File: src/rtl/mem_arb_pkg.sv
// Shared state and owner encodings for the two-port RAM arbiter.
// Used by mem_arb_grant and mem_port_arbiter.
package mem_arb_pkg;

   localparam logic [1:0] IDLE      = 2'd0;
   localparam logic [1:0] READ_WAIT = 2'd1;
   localparam logic [1:0] RESP      = 2'd2;

   typedef enum logic [1:0] {
      StIdle     = IDLE,
      StReadWait = READ_WAIT,
      StResp     = RESP
   } arb_state_e;

   localparam logic OWNER_I = 1'b0;
   localparam logic OWNER_D = 1'b1;

endpackage

File: src/rtl/mem_arb_grant.sv
// Combinational winner selection between the I and D ports.
// ARB_ROUND_ROBIN_EN: alternate on contention; otherwise D always beats I.
module mem_arb_grant
   import mem_arb_pkg::*;
(
   input  logic i_req_i,
   input  logic d_req_i,
   input  logic last_grant_i,
   output logic grant_o,
   output logic winner_o
);

`ifdef ARB_ROUND_ROBIN_EN
   always_comb begin
      grant_o  = i_req_i | d_req_i;
      winner_o = OWNER_I;
      if (i_req_i && d_req_i) begin
         winner_o = ~last_grant_i;
      end else if (d_req_i) begin
         winner_o = OWNER_D;
      end
   end
`else
   // last_grant is tracked by the top in both builds but only consumed by round robin.
   logic unused_last_grant;
   assign unused_last_grant = last_grant_i;

   always_comb begin
      grant_o  = i_req_i | d_req_i;
      winner_o = d_req_i ? OWNER_D : OWNER_I;
   end
`endif

endmodule

File: src/rtl/mem_port_arbiter.sv
// Single-port RAM arbiter between an instruction-fetch port and a data port.
// Arbitration policy selected in mem_arb_grant by ARB_ROUND_ROBIN_EN.
module mem_port_arbiter
   import mem_arb_pkg::*;
#(
   parameter int unsigned ADDR_WIDTH = 32,
   parameter int unsigned DATA_WIDTH = 32
) (
   input  logic                    clk_i,
   input  logic                    reset_i,
   input  logic                    i_req_i,
   input  logic [ADDR_WIDTH-1:0]   i_addr_i,
   output logic [DATA_WIDTH-1:0]   i_rdata_o,
   output logic                    i_ack_o,
   input  logic                    d_req_i,
   input  logic                    d_wr_i,
   input  logic [ADDR_WIDTH-1:0]   d_addr_i,
   input  logic [DATA_WIDTH-1:0]   d_wdata_i,
   input  logic [DATA_WIDTH/8-1:0] d_wmask_i,
   output logic [DATA_WIDTH-1:0]   d_rdata_o,
   output logic                    d_ack_o,
   output logic [ADDR_WIDTH-1:0]   mem_addr_o,
   output logic                    mem_rstrb_o,
   output logic [DATA_WIDTH-1:0]   mem_wdata_o,
   output logic [DATA_WIDTH/8-1:0] mem_wmask_o,
   input  logic [DATA_WIDTH-1:0]   mem_rdata_i
);

   arb_state_e            state_q, state_d;
   logic                  owner_q, owner_d;
   logic                  last_grant_q, last_grant_d;
   logic [ADDR_WIDTH-1:0] mem_addr_q;
   logic [DATA_WIDTH-1:0] i_rdata_q, i_rdata_d;
   logic [DATA_WIDTH-1:0] d_rdata_q, d_rdata_d;
   logic                  grant;
   logic                  winner;

   mem_arb_grant u_grant (
      .i_req_i      (i_req_i),
      .d_req_i      (d_req_i),
      .last_grant_i (last_grant_q),
      .grant_o      (grant),
      .winner_o     (winner)
   );

   always_comb begin
      state_d      = state_q;
      owner_d      = owner_q;
      last_grant_d = last_grant_q;
      i_rdata_d    = i_rdata_q;
      d_rdata_d    = d_rdata_q;
      mem_addr_o   = mem_addr_q;
      mem_rstrb_o  = 1'b0;
      mem_wdata_o  = '0;
      mem_wmask_o  = '0;
      i_ack_o      = 1'b0;
      d_ack_o      = 1'b0;

      case (state_q)
         StIdle: begin
            if (grant) begin
               owner_d      = winner;
               last_grant_d = winner;
               if (winner == OWNER_D && d_wr_i) begin
                  // Writes land in the grant cycle itself, so only the ack remains.
                  mem_addr_o  = d_addr_i;
                  mem_wdata_o = d_wdata_i;
                  mem_wmask_o = d_wmask_i;
                  state_d     = StResp;
               end else begin
                  mem_rstrb_o = 1'b1;
                  mem_addr_o  = (winner == OWNER_D) ? d_addr_i : i_addr_i;
                  state_d     = StReadWait;
               end
            end
         end
         StReadWait: begin
            if (owner_q == OWNER_D) begin
               d_rdata_d = mem_rdata_i;
            end else begin
               i_rdata_d = mem_rdata_i;
            end
            state_d = StResp;
         end
         StResp: begin
            i_ack_o = (owner_q == OWNER_I);
            d_ack_o = (owner_q == OWNER_D);
            state_d = StIdle;
         end
         default: begin
            state_d = StIdle;
         end
      endcase
   end

   always_ff @(posedge clk_i) begin
      if (reset_i) begin
         state_q      <= StIdle;
         owner_q      <= OWNER_I;
         last_grant_q <= OWNER_I;
         mem_addr_q   <= '0;
         i_rdata_q    <= '0;
         d_rdata_q    <= '0;
      end else begin
         state_q      <= state_d;
         owner_q      <= owner_d;
         last_grant_q <= last_grant_d;
         mem_addr_q   <= mem_addr_o;
         i_rdata_q    <= i_rdata_d;
         d_rdata_q    <= d_rdata_d;
      end
   end

   assign i_rdata_o = i_rdata_q;
   assign d_rdata_o = d_rdata_q;

endmodule

File: config.mk
export PLATFORM = sky130hd
export DESIGN_NAME = mem_port_arbiter
export DESIGN_NICKNAME = d
export VERILOG_FILES = /design/src/rtl/mem_arb_pkg.sv /design/src/rtl/mem_arb_grant.sv /design/src/rtl/mem_port_arbiter.sv
export SDC_FILE = /design/constraint.sdc
export NUM_CORES = 1
export LEC_CHECK = 0
export CORE_ASPECT_RATIO = 0.8
export CORE_UTILIZATION = 35
export DETAILED_ROUTE_END_ITERATION = 7
export PLACE_DENSITY = 0.85
export SETUP_SLACK_MARGIN = 0.3
export SLEW_MARGIN = 20
export SYNTH_ARGS = -nofsm -noshare
export SYNTH_HDL_FRONTEND = slang
export SYNTH_SLANG_ARGS = --single-unit
File: constraint.sdc
create_clock -name clk_i -period 2 [get_ports clk_i]
set_clock_uncertainty 0.05 [all_clocks]
set_input_delay 0.3 -clock clk_i [delete_from_list [all_inputs] [get_ports clk_i]]
set_output_delay 0.3 -clock clk_i [all_outputs]
set_load 0.005 [all_outputs]
==> results of run 1 <==
sequential cells by signal, indices dropped and copies added, names as in the netlist:
name        flops
i_rdata_o      32
mem_addr_q     32
d_rdata_o      32
state_q         2
owner_q         1
metal layers:
metal	global-route usage, %	routed length, um	vias up	share of wire [%]
met5	0	0	-	0
met4	9.95	517	0	2.5
met3	8.00	1670	48	8.2
met2	44.8	10200	279	50
met1	30.8	7940	2584	39
li1	-	-	2588	-
logic make-up (layout without fill, tap and decap cells):
family,after synthesis,in the layout
buf+inv,52,404
compound gates,133,133
simple gates,274,274
flops,99,99
where the power goes:
part / switching, uW / internal [uW]
clock network: 849 / 1010
logic: 896 / 1250
registers: 63.1 / 2100
area by class of cell:
cell class / instances / area share, %
Clock buffer: 9 / 2.38
Clock inverter: 7 / 0.952
Inverter: 1 / 0.0397
Multi-Input combinational cell: 407 / 30.5
Sequential cell: 99 / 21.0
Tap cell: 180 / 2.38
Timing Repair Buffer: 387 / 42.8
through the flow:
stage	util [%]	hold WS (ps)	power (uW)	setup WS (ps)
floorplan	-	348	2920	360
CTS	66.4	147	5950	-201
finish	69.6	159	6170	-257
detailed placement	59.0	396	3850	-402
global placement	59.0	391	3830	-375
global route	69.6	144	6410	-317
worst min-delay path by stage:
| stage | start | to | cells past startpoint |
|---|---|---|---|
| 2_1_floorplan | d_wr_i | state_q[0] | 1 |
| 3_3_place_gp | i_rdata_o[20] | i_rdata_o[20] | 2 |
| 3_5_place_dp | d_rdata_o[9] | d_rdata_o[9] | 2 |
| 4_1_cts | reset_i | d_rdata_o[1] | 2 |
| 5_1_grt | reset_i | d_rdata_o[1] | 2 |
| 6_report | reset_i | d_rdata_o[1] | 2 |
worst max-delay path: cells and delay by family, from the launching register on:
| family | cells | cell delay (ps) |
|---|---|---|
| AOI/OAI and AO/OA | 1 | 340 |
| DFF | 1 | 340 |
| buffers and inverters | 3 | 430 |
| and+or+nand+nor | 2 | 430 |
cells in the mapped netlist, types with 2 or more instances:
| master | count |
|---|---|
| and2_1 | 36 |
| buf_4 | 4 |
| buf_6 | 6 |
| nor2b_1 | 32 |
| a21oi_1 | 99 |
| and3b_1 | 2 |
| clkbuf_2 | 4 |
| nand2_1 | 130 |
| a2111oi_4 | 29 |
| buf_2 | 16 |
| a2111oi_1 | 3 |
| clkbuf_1 | 20 |
| nor3_1 | 33 |
| nor2_1 | 32 |
| dfxtp_1 | 99 |
what timing repair did:
action,in CTS,in global routing
resized for setup,356,74
setup buffers,58,5
cloned,9,3
pin swaps,75,27
endpoints found under the setup margin,71,100
hold buffers,0,0
cells in the final DEF, fill, tap and decap left out, drive strengths merged:
cell type / count
inv: 6
nor3b: 2
and3b: 2
nor2b: 32
o21ai: 1
and3: 1
nor3: 33
buf: 185
dlygate4sd2: 1
nand2: 130
a211oi: 1
a21oi: 99
or3b: 1
a2111oi: 32
or2: 2
and2: 36
clkbuf: 12
nand3b: 1
nor2: 34
bufbuf: 1
clkdlybuf4s50: 197
clkinv: 1
bufinv: 1
dfxtp: 99
==> metrics.md, run 1 <==
| Metric | Value |
|---|---|
| Outcome | finished, violations left |
| Failing checks | negative setup slack |
| CP endpoint | mem_addr_o[25] |
| Post-Route WL | 20300 um |
| DR iter-0 viols | 247 |
| Max FO, Critical Path | 6 |
| Area of the die | 0.0145 mm2 |
| Sequential share of the synthesized area | 40.5% |
| Slowest-stage cell, CP | dfxtp_2 |
| Synth warn | 0 |
| Post-synth EDFFs | 0 |
| Fillers | 968 |
| Cell Area, Synth | 0.00489 mm2 |
| Area of the multi-input gates | 0.00288 mm2 |
| CTS tree | built |
| Avg Vias per Cell | 5.04 |
| TNS Setup | -10190 ps |
| Drt wl/cell | 18.6 um |
| # setup viols final | 69 |
| Number of global-route vias before repair | 5358 |
| I/O pin cnt | 272 |
| Avg Inst Size Synth | 8.76 um2 |
| Synth Area in Compound Gates | 27.3% |
| Largest net degree at the start of global routing | 64 |
| Post-synthesis instance total | 558 |
| Synth top area share | 40.5% |
| Crit start category | flop |
| Dpl cells | 999 |
| VDD IR-drop max | 530 uV |
| Peak Freq | 443 MHz |
| Largest area contributor in the netlist | dfxtp_1 |
| CP Capture Type | output pin |
| Fin. Hold Viols | 0 |
| Worst min-delay path class | input port to flop |
| Slew headroom | 74.6% |
| DR DRC count | 0 |
| Post-synthesis simple-gate area fraction | 26.4% |
| Die span in x | 134 um |
| First-pass GRT wire length | 29000 um |
| Synth Register Bits | 99 |
| Largest family of logic cells by synthesized area | compound AO/OA/AOI/OAI gates |
| Fin cells | 1090 |
| Detailed Routing Iterations Pass 1 | 5 |
| Max-cap viol count | 0 |
| Worst Path Required | 1650 ps |
| Mux cell area share after synthesis | 0% |
| Crit path DAT | 1910 ps |
| Slew @ Worst Pin | 381 ps |
| Clk sinks | 99 |
| Final Cell Area | 0.00946 mm2 |
| Die H | 108 um |
| Congestion Overflow GR | 0 |
| N_diodes | 0 |
| Crit-path max cell delay | 340 ps |
| Reg2Reg Depth | 13 |
| Kind of critical path | flop to output pin |
| Antenna Nets Post-Route | 0 |
| R2r endpoint | mem_addr_q[6] |
| Top FF cell, synth | dfxtp_1 |
| Initial antenna violation count | 0 |
| Rows | 38 |
| Hpwl dp | 11700 um |
| R2r setup slk | -170 ps |
| Synth area leaders | dfxtp_1 41%, a2111oi_4 16%, a21oi_1 10% |
| Tcrit/Tclk final | 113% |
| GRT Total Usage | 26.2% |
| Final nets | 1042 |
| Syn nets | 695 |
| Final worst-path setup slack | -257 ps |
| RR Startpoint | state_q[0] |
| Placeable Area | 0.0136 mm2 |
| Synth async-reset ratio | 0% |
| Worst-path cell chain | or2_4 -> buf_4 -> buf_6 -> a2111oi_4 -> nor2_1 -> buf_2 |
| Layout cell share with drive strength beyond 1 | 32.4% |
| CTS max path bufs | 2 |
| Port bufs | 271 |
| Num CTS Buffers | 9 |
| Netlist cell types | 28 |
| Sequential cell area | 0.00198 mm2 |
| Via Count | 5499 |
| Unrepaired setup endpoints after global routing | true |
| Clk slew on worst S/H paths | 80 ps |
| LEAKAGE | 0.00360 uW |
| Placer Congestion | 0.786 |
| Area grow syn2layout | 93.4% |
| PD cells | 652 mW/mm2 |
| Post-DP Area | 0.00803 mm2 |
| Clk root buf | clkbuf_16 |
| Post-Synth Adder-Cell Area | 0% |
| Synth Area in XOR/XNOR | 0% |
| Tmin final | 2260 ps |
| Final-report max-slew violation count | 0 |
| CP startpoint | state_q[0] |
| Initial Util | 36.0% |
| Worst-Skew Late Latency | 360 ps |
| Number of H-tree levels | 3 |
Power figures use the tool's default switching activity.
==> run 2, diff against run 1 <==
CORE_ASPECT_RATIO = 1.2   (was 0.8)
==> run 2 against run 1 <==
The flow still finishes with violations (negative setup slack). Global-route usage is 0.054 points higher. Worst setup slack improved by 100 ps. Die area about the same. Sequential power is essentially flat. Critical path depth grew 3. Critical endpoint is now mem_wdata_o[1]. Largest power group is now combinational logic.
==> metrics.md, run 2 (synthesized netlist as in run 1, its figures left out) <==
| Metric | Value |
|---|---|
| Unrepaired setup endpoints after global routing | true |
| Port bufs | 271 (unchanged) |
| Fin cells | 1087 (-0.28%) |
| Slew headroom | 71.1% (-3.5 points) |
| Final Hold Slack | 280 ps (+120 ps) |
| Drt wl/cell | 17.9 um (-3.9%) |
| Slew @ Worst Pin | 434 ps (+52.9 ps) |
| LEAKAGE | 0.00363 uW (+0.74%) |
| CTS tree | built |
| N_diodes | 0 (unchanged) |
| Placeable Area | 0.0134 mm2 (-1.4%) |
| Failing checks | negative setup slack |
| Initial antenna violation count | 0 (unchanged) |
| Crit start category | flop |
| Peak Freq | 464 MHz (+4.8%) |
| Outcome | finished, violations left |
| Post-Route WL | 19400 um (-4.2%) |
| Max FO, Critical Path | 5 (-1) |
| Fin. Hold Viols | 0 (unchanged) |
| VDD IR-drop max | 490 uV (-7.7%) |
| Avg Vias per Cell | 4.95 (-1.8%) |
| Kind of critical path | flop to output pin |
| Final-report max-slew violation count | 0 (unchanged) |
| Clk sinks | 99 (unchanged) |
| Die H | 131 um (+22%) |
| Tcrit/Tclk final | 108% (-5.2 points) |
| Worst Path Required | 1650 ps (about the same) |
| Worst Path Buf+Inv | 6 (+3) |
| Most frequent cells in the layout | 197 x clkdlybuf4s50_1, 130 x nand2_1, 97 x dfxtp_1 |
| PD cells | 643 mW/mm2 (-1.4%) |
| First-pass GRT wire length | 29000 um (about the same) |
| CTS max path bufs | 2 (unchanged) |
| DR iter-0 viols | 258 (+4.5%) |
| Slowest-stage cell, CP | dfxtp_2 |
| Fillers | 932 (-3.7%) |
| Area grow syn2layout | 96.1% |
| Worst min-delay path class | input port to flop |
| Antenna Nets Post-Route | 0 (unchanged) |
| Cell internal pwr | 4400 uW (+0.96%) |
| Rows | 46 (+21%) |
| Final nets | 1051 (+0.86%) |
| GRT Total Usage | 26.3% (+0.054 points) |
| Congestion Overflow GR | 0 (unchanged) |
| Area of the die | 0.0144 mm2 (about the same) |
| Layout cell share with drive strength beyond 1 | 34.7% (+2.3 points) |
| Worst-path cell chain | buf_6 -> nor2_4 -> and3_4 -> buf_12 -> buf_8 -> buf_12 -> buf_16 -> and2_4 -> buf_6 |
| I/O pin cnt | 272 (unchanged) |
| Area of the multi-input gates | 0.00298 mm2 (+3.5%) |
| Placer Congestion | 0.771 (-1.8%) |
| Number of global-route vias before repair | 5535 (+3.3%) |
| # setup viols final | 64 (-7.2%) |
| Sw Ratio | 28.6% (-0.76 points) |
| Switch Pwr | 1760 uW (-2.7%) |
| Sequential Power Share | 35.3% (+0.2 points) |
| Hpwl dp | 12100 um (+3.5%) |
| Clock power share | 29.3% (-0.8 points) |
| Num CTS Buffers | 9 (unchanged) |
| Tmin final | 2150 ps (-104 ps) |
| Worst-Skew Late Latency | 350 ps (about the same) |
| CP Capture Type | output pin |
| Sequential cell area | 0.00198 mm2 (unchanged) |
| Via Count | 5385 (-2.1%) |
| Dpl cells | 995 (-0.40%) |
| Crit-path max cell delay | 340 ps (about the same) |
| Crit-path leading delay family | buffers and inverters |
| DR DRC count | 0 (unchanged) |
| Clk root buf | clkbuf_16 |
| Final worst-path setup slack | -153 ps (+104 ps) |
| Crit path DAT | 1800 ps (-110 ps) |
| Die span in x | 110 um (-18%) |
| Detailed Routing Iterations Pass 1 | 5 (unchanged) |
| Clk slew on worst S/H paths | 70 ps (about the same) |
| Largest net degree at the start of global routing | 48 (-25%) |
| Logic gate share of total power | 35.4% (+0.6 points) |
| Commonest non-fill, non-tap cell in the layout | clkdlybuf4s50_1 |
| Initial Util | 36.5% (+0.50 points) |
| Max-cap viol count | 0 (unchanged) |
| Number of H-tree levels | 3 (unchanged) |
[run 2: final timing paths]
kind / start / endpoint / slack, ps / cells past startpoint
setup / recovery: state_q[0] / mem_wdata_o[1] / -150 / 9
setup reg to reg: state_q[0] / mem_addr_q[1] / -100 / 13
hold reg to reg: d_rdata_o[13] / d_rdata_o[13] / 400 / 2
hold / removal: reset_i / d_rdata_o[2] / 280 / 2
[run 2: area by class of cell]
cell class / count / share of cell area (%)
repair buffers: 395 / 42.8
multi-input cells: 408 / 31.1
flip-flops and latches: 99 / 20.7
clock buffers: 11 / 2.53
well taps: 168 / 2.19
clock inverters: 5 / 0.626
inverters: 1 / 0.0392
[run 2: what timing repair did]
| action | CTS | global route |
|---|---|---|
| pin swaps | 87 | 19 |
| hold buffers | 0 | 0 |
| setup buffers | 61 | 5 |
| gates cloned | 9 | 1 |
| resized for setup | 414 | 48 |
| endpoints found under the setup margin | 103 | 75 |
[run 2: metal layers]
metal	GRT usage, %	wire length, um	vias to the layer above
met1	29.9	7440	2507
met4	11.0	687	0
met5	0	0	-
met3	6.40	1440	51
met2	45.8	9880	228
li1	-	-	2599
[run 2: through the flow]
| step | cell area (um2) | worst slack (ps) | util [%] | TNS [ps] | power [uW] |
|---|---|---|---|---|---|
| finish | 9590 | -153 | 71.5 | -4680 | 6160 |
| global route | 9590 | -209 | 71.5 | -8760 | 6430 |
| CTS | 9340 | -113 | 69.6 | -3750 | 6030 |
| detailed placement | 8070 | -430 | 60.2 | -18510 | 3880 |
| global placement | 8070 | -380 | 60.2 | -16760 | 3840 |
| floorplan | 4890 | 360 | - | 0 | 2920 |
[run 2: power by group through the flow]
stage	Combinational [uW]	Sequential, uW	Clock, uW
floorplan	729	2190	0
global placement	1650	2190	0
detailed placement	1690	2190	0
CTS	2040	2160	1830
global route	2310	2190	1930
finish	2180	2170	1810
==> run 3, diff against run 2 <==
CTS_BUF_LIST = sky130_fd_sc_hd__clkbuf_2   (was not set)
==> run 3 against run 2 <==
The run still ends with negative setup slack left. Sequential power is essentially flat. Non-clock buffer count grew 12. Worst setup slack lost 290 ps. Cell count grew 1.2%. Sequential share of layout area grew 1.2 points. Core utilization shrank 1.1 points. Clock-buffer cell count shrank 1. Clock power shrank 44%. First-iteration DRC count grew 24%. Via count grew 1.8%. Die area is the same. Critical path type unchanged. Largest cell class unchanged. Largest power group is now registers.
==> metrics.md, run 3 (synthesized netlist as in run 1, its figures left out) <==
| Metric | Value |
|---|---|
| Drt wl/cell | 18.1 um (+1.0%) |
| Tcrit/Tclk final | 122% (+15 points) |
| PD cells | 566 mW/mm2 (-12%) |
| Final-report max-slew violation count | 0 (unchanged) |
| Worst min-delay path class | input port to flop |
| Rows | 46 (unchanged) |
| GRT met1 Usage | 29.2% (-0.65 points) |
| Largest net degree at the start of global routing | 48 (unchanged) |
| Final Hold Slack | 67.4 ps (-212 ps) |
| Worst Path Buf+Inv | 3 (-3) |
| Slowest-stage cell, CP | dfxtp_4 |
| CTS tree | built |
| Tmin final | 2450 ps (+293 ps) |
| DR DRC count | 0 (unchanged) |
| Max-cap viol count | 0 (unchanged) |
| Die span in x | 110 um (unchanged) |
| Hold path cells | 3 (+1) |
| Clk root buf | clkbuf_2 |
| Crit-path max cell delay | 420 ps (+80 ps) |
| Reg2Reg Depth | 16 (+3) |
| Num CTS Buffers | 9 (unchanged) |
| GR peak layer | met2 |
| Fin cells | 1100 (+1.2%) |
| Dpl cells | 995 (unchanged) |
| Worst-path cell chain | buf_6 -> or2_4 -> buf_12 -> a2111oi_4 -> nor2_1 -> buf_2 |
| Slew @ Worst Pin | 432 ps (-2.07 ps) |
| DR iter-0 viols | 321 (+24%) |
| Antenna Nets Post-Route | 0 (unchanged) |
| Placer Congestion | 0.771 (unchanged) |
| RR Startpoint | state_q[1] |
| Grt met3 use | 5.46% (-0.94 points) |
| CP Capture Type | output pin |
| Via Count | 5483 (+1.8%) |
| WP depth | 6 (-3) |
| Placeable Area | 0.0134 mm2 (unchanged) |
| First-pass GRT wire length | 27600 um (-4.9%) |
| Peak Freq | 409 MHz (-12%) |
| Final worst-path setup slack | -446 ps (-293 ps) |
| Failing checks | negative setup slack |
| Most frequent cells in the layout | 134 x clkdlybuf4s50_1, 128 x nand2_1, 92 x buf_6 |
| I/O pin cnt | 272 (unchanged) |
| Post-Route WL | 19900 um (+2.3%) |
| Initial antenna violation count | 0 (unchanged) |
| Avg Vias per Cell | 4.98 (+0.62%) |
| Slew headroom | 71.2% (+0.14 points) |
| Port bufs | 271 (unchanged) |
| LEAKAGE | 0.00394 uW (+8.5%) |
| Die H | 131 um (unchanged) |
| Clk slew on worst S/H paths | 250 ps (+180 ps) |
| CP endpoint | mem_addr_o[11] |
| CTS max path bufs | 2 (unchanged) |
| Crit-path leading delay family | flip-flops |
| Number of H-tree levels | 3 (unchanged) |
| R2r endpoint | mem_addr_q[11] |
| Number of global-route vias before repair | 5342 (-3.5%) |
| Area of the die | 0.0144 mm2 (unchanged) |
| Kind of critical path | flop to output pin |
| Clk sinks | 99 (unchanged) |
| Initial Util | 36.5% (unchanged) |
| VDD IR-drop max | 372 uV (-24%) |
| Hpwl dp | 12100 um (unchanged) |
| Commonest non-fill, non-tap cell in the layout | clkdlybuf4s50_1 |
| GRT Total Usage | 24.8% (-1.5 points) |
| Layout cell share with drive strength beyond 1 | 41.0% (+6.3 points) |
| Met2 usage | 42.6% (-3.2 points) |
| # setup viols final | 75 (+17%) |
| Post-layout power | 5340 uW (-13%) |
| Fin. Hold Viols | 0 (unchanged) |
| Crit start category | flop |
| R2r setup slk | -440 ps (-340 ps) |
| Final nets | 1063 (+1.1%) |
| TNS Setup | -25140 ps (-20460 ps) |
| Congestion Overflow GR | 0 (unchanged) |
| Unrepaired setup endpoints after global routing | true |
| Worst-Skew Late Latency | 600 ps (+250 ps) |
| Outcome | finished, violations left |
| Max FO, Critical Path | 6 (+1) |
| Worst Path Required | 1650 ps (about the same) |
| CP startpoint | state_q[1] |
| Area grow syn2layout | 93.1% |
| Crit path DAT | 2100 ps (+300 ps) |
| Detailed Routing Iterations Pass 1 | 5 (unchanged) |
-- run 3: cell count changes in the layout (fill, tap and decap cells not counted), sizes merged --
cell,delta
clkdlybuf4s50,-63
dlygate4sd2,+62
buf,+14
clkdlybuf4s15,-3
clkinv,+1
diode,+1
dlygate4sd3,+1
-- run 3: stage by stage --
stage,util (%),cell area [um2],setup slack (ps)
2_1_floorplan,-,4890,360
3_3_place_gp,60.2,8070,-380
3_5_place_dp,60.2,8070,-430
4_1_cts,66.2,8880,-464
5_1_grt,70.4,9440,-530
6_report,70.4,9440,-446
-- run 3: worst min-delay path by stage --
stage / from / to / slack, ps
detailed placement: d_rdata_o[13] / d_rdata_o[13] / 400
finish: d_req_i / state_q[0] / 70
global route: d_req_i / state_q[0] / 40
CTS: d_req_i / state_q[0] / 10
floorplan: d_wr_i / state_q[0] / 350
global placement: i_rdata_o[4] / i_rdata_o[4] / 390
-- run 3: final cells by class --
type	count	area [um2]
diodes	1	2.50
fillers	956	3970
well taps	168	210
clock buffers	10	50.0
repair buffers	407	4150
inverters	1	3.75
clock inverters	6	63.8
flip-flops and latches	99	2070
multi-input cells	408	2900
-- run 3: power breakdown --
part / internal, uW / total [uW] / leakage, uW / switching (uW)
combinational: 1260 / 2160 / 0.00302 / 894
clock: 300 / 1010 / 0.0000756 / 713
sequential: 2110 / 2170 / 0.000841 / 59.9
-- run 3: worst register-to-register path, delay by kind of cell (launching register included) --
kind / cells / cell delay (ps)
buffers and inverters: 13 / 1280
and+or+nand+nor: 2 / 290
DFF: 1 / 420
AOI/OAI and AO/OA: 1 / 320
-- run 3: layer usage --
layer | part of all wire, % | up-vias
li1 | - | 2629
met1 | 39 | 2583
met2 | 51 | 219
met3 | 6.6 | 52
met4 | 3.1 | 0
met5 | 0 | -
-- run 3: repair_timing --
| action | in CTS | in global routing |
|---|---|---|
| gates cloned | 7 | 3 |
| setup endpoints to repair | 167 | 78 |
| setup buffers | 65 | 12 |
| hold buffers | 1 | 0 |
| pin swaps | 62 | 53 |
| endpoints found under the hold margin | 19 | 0 |
| gates resized for setup | 474 | 122 |
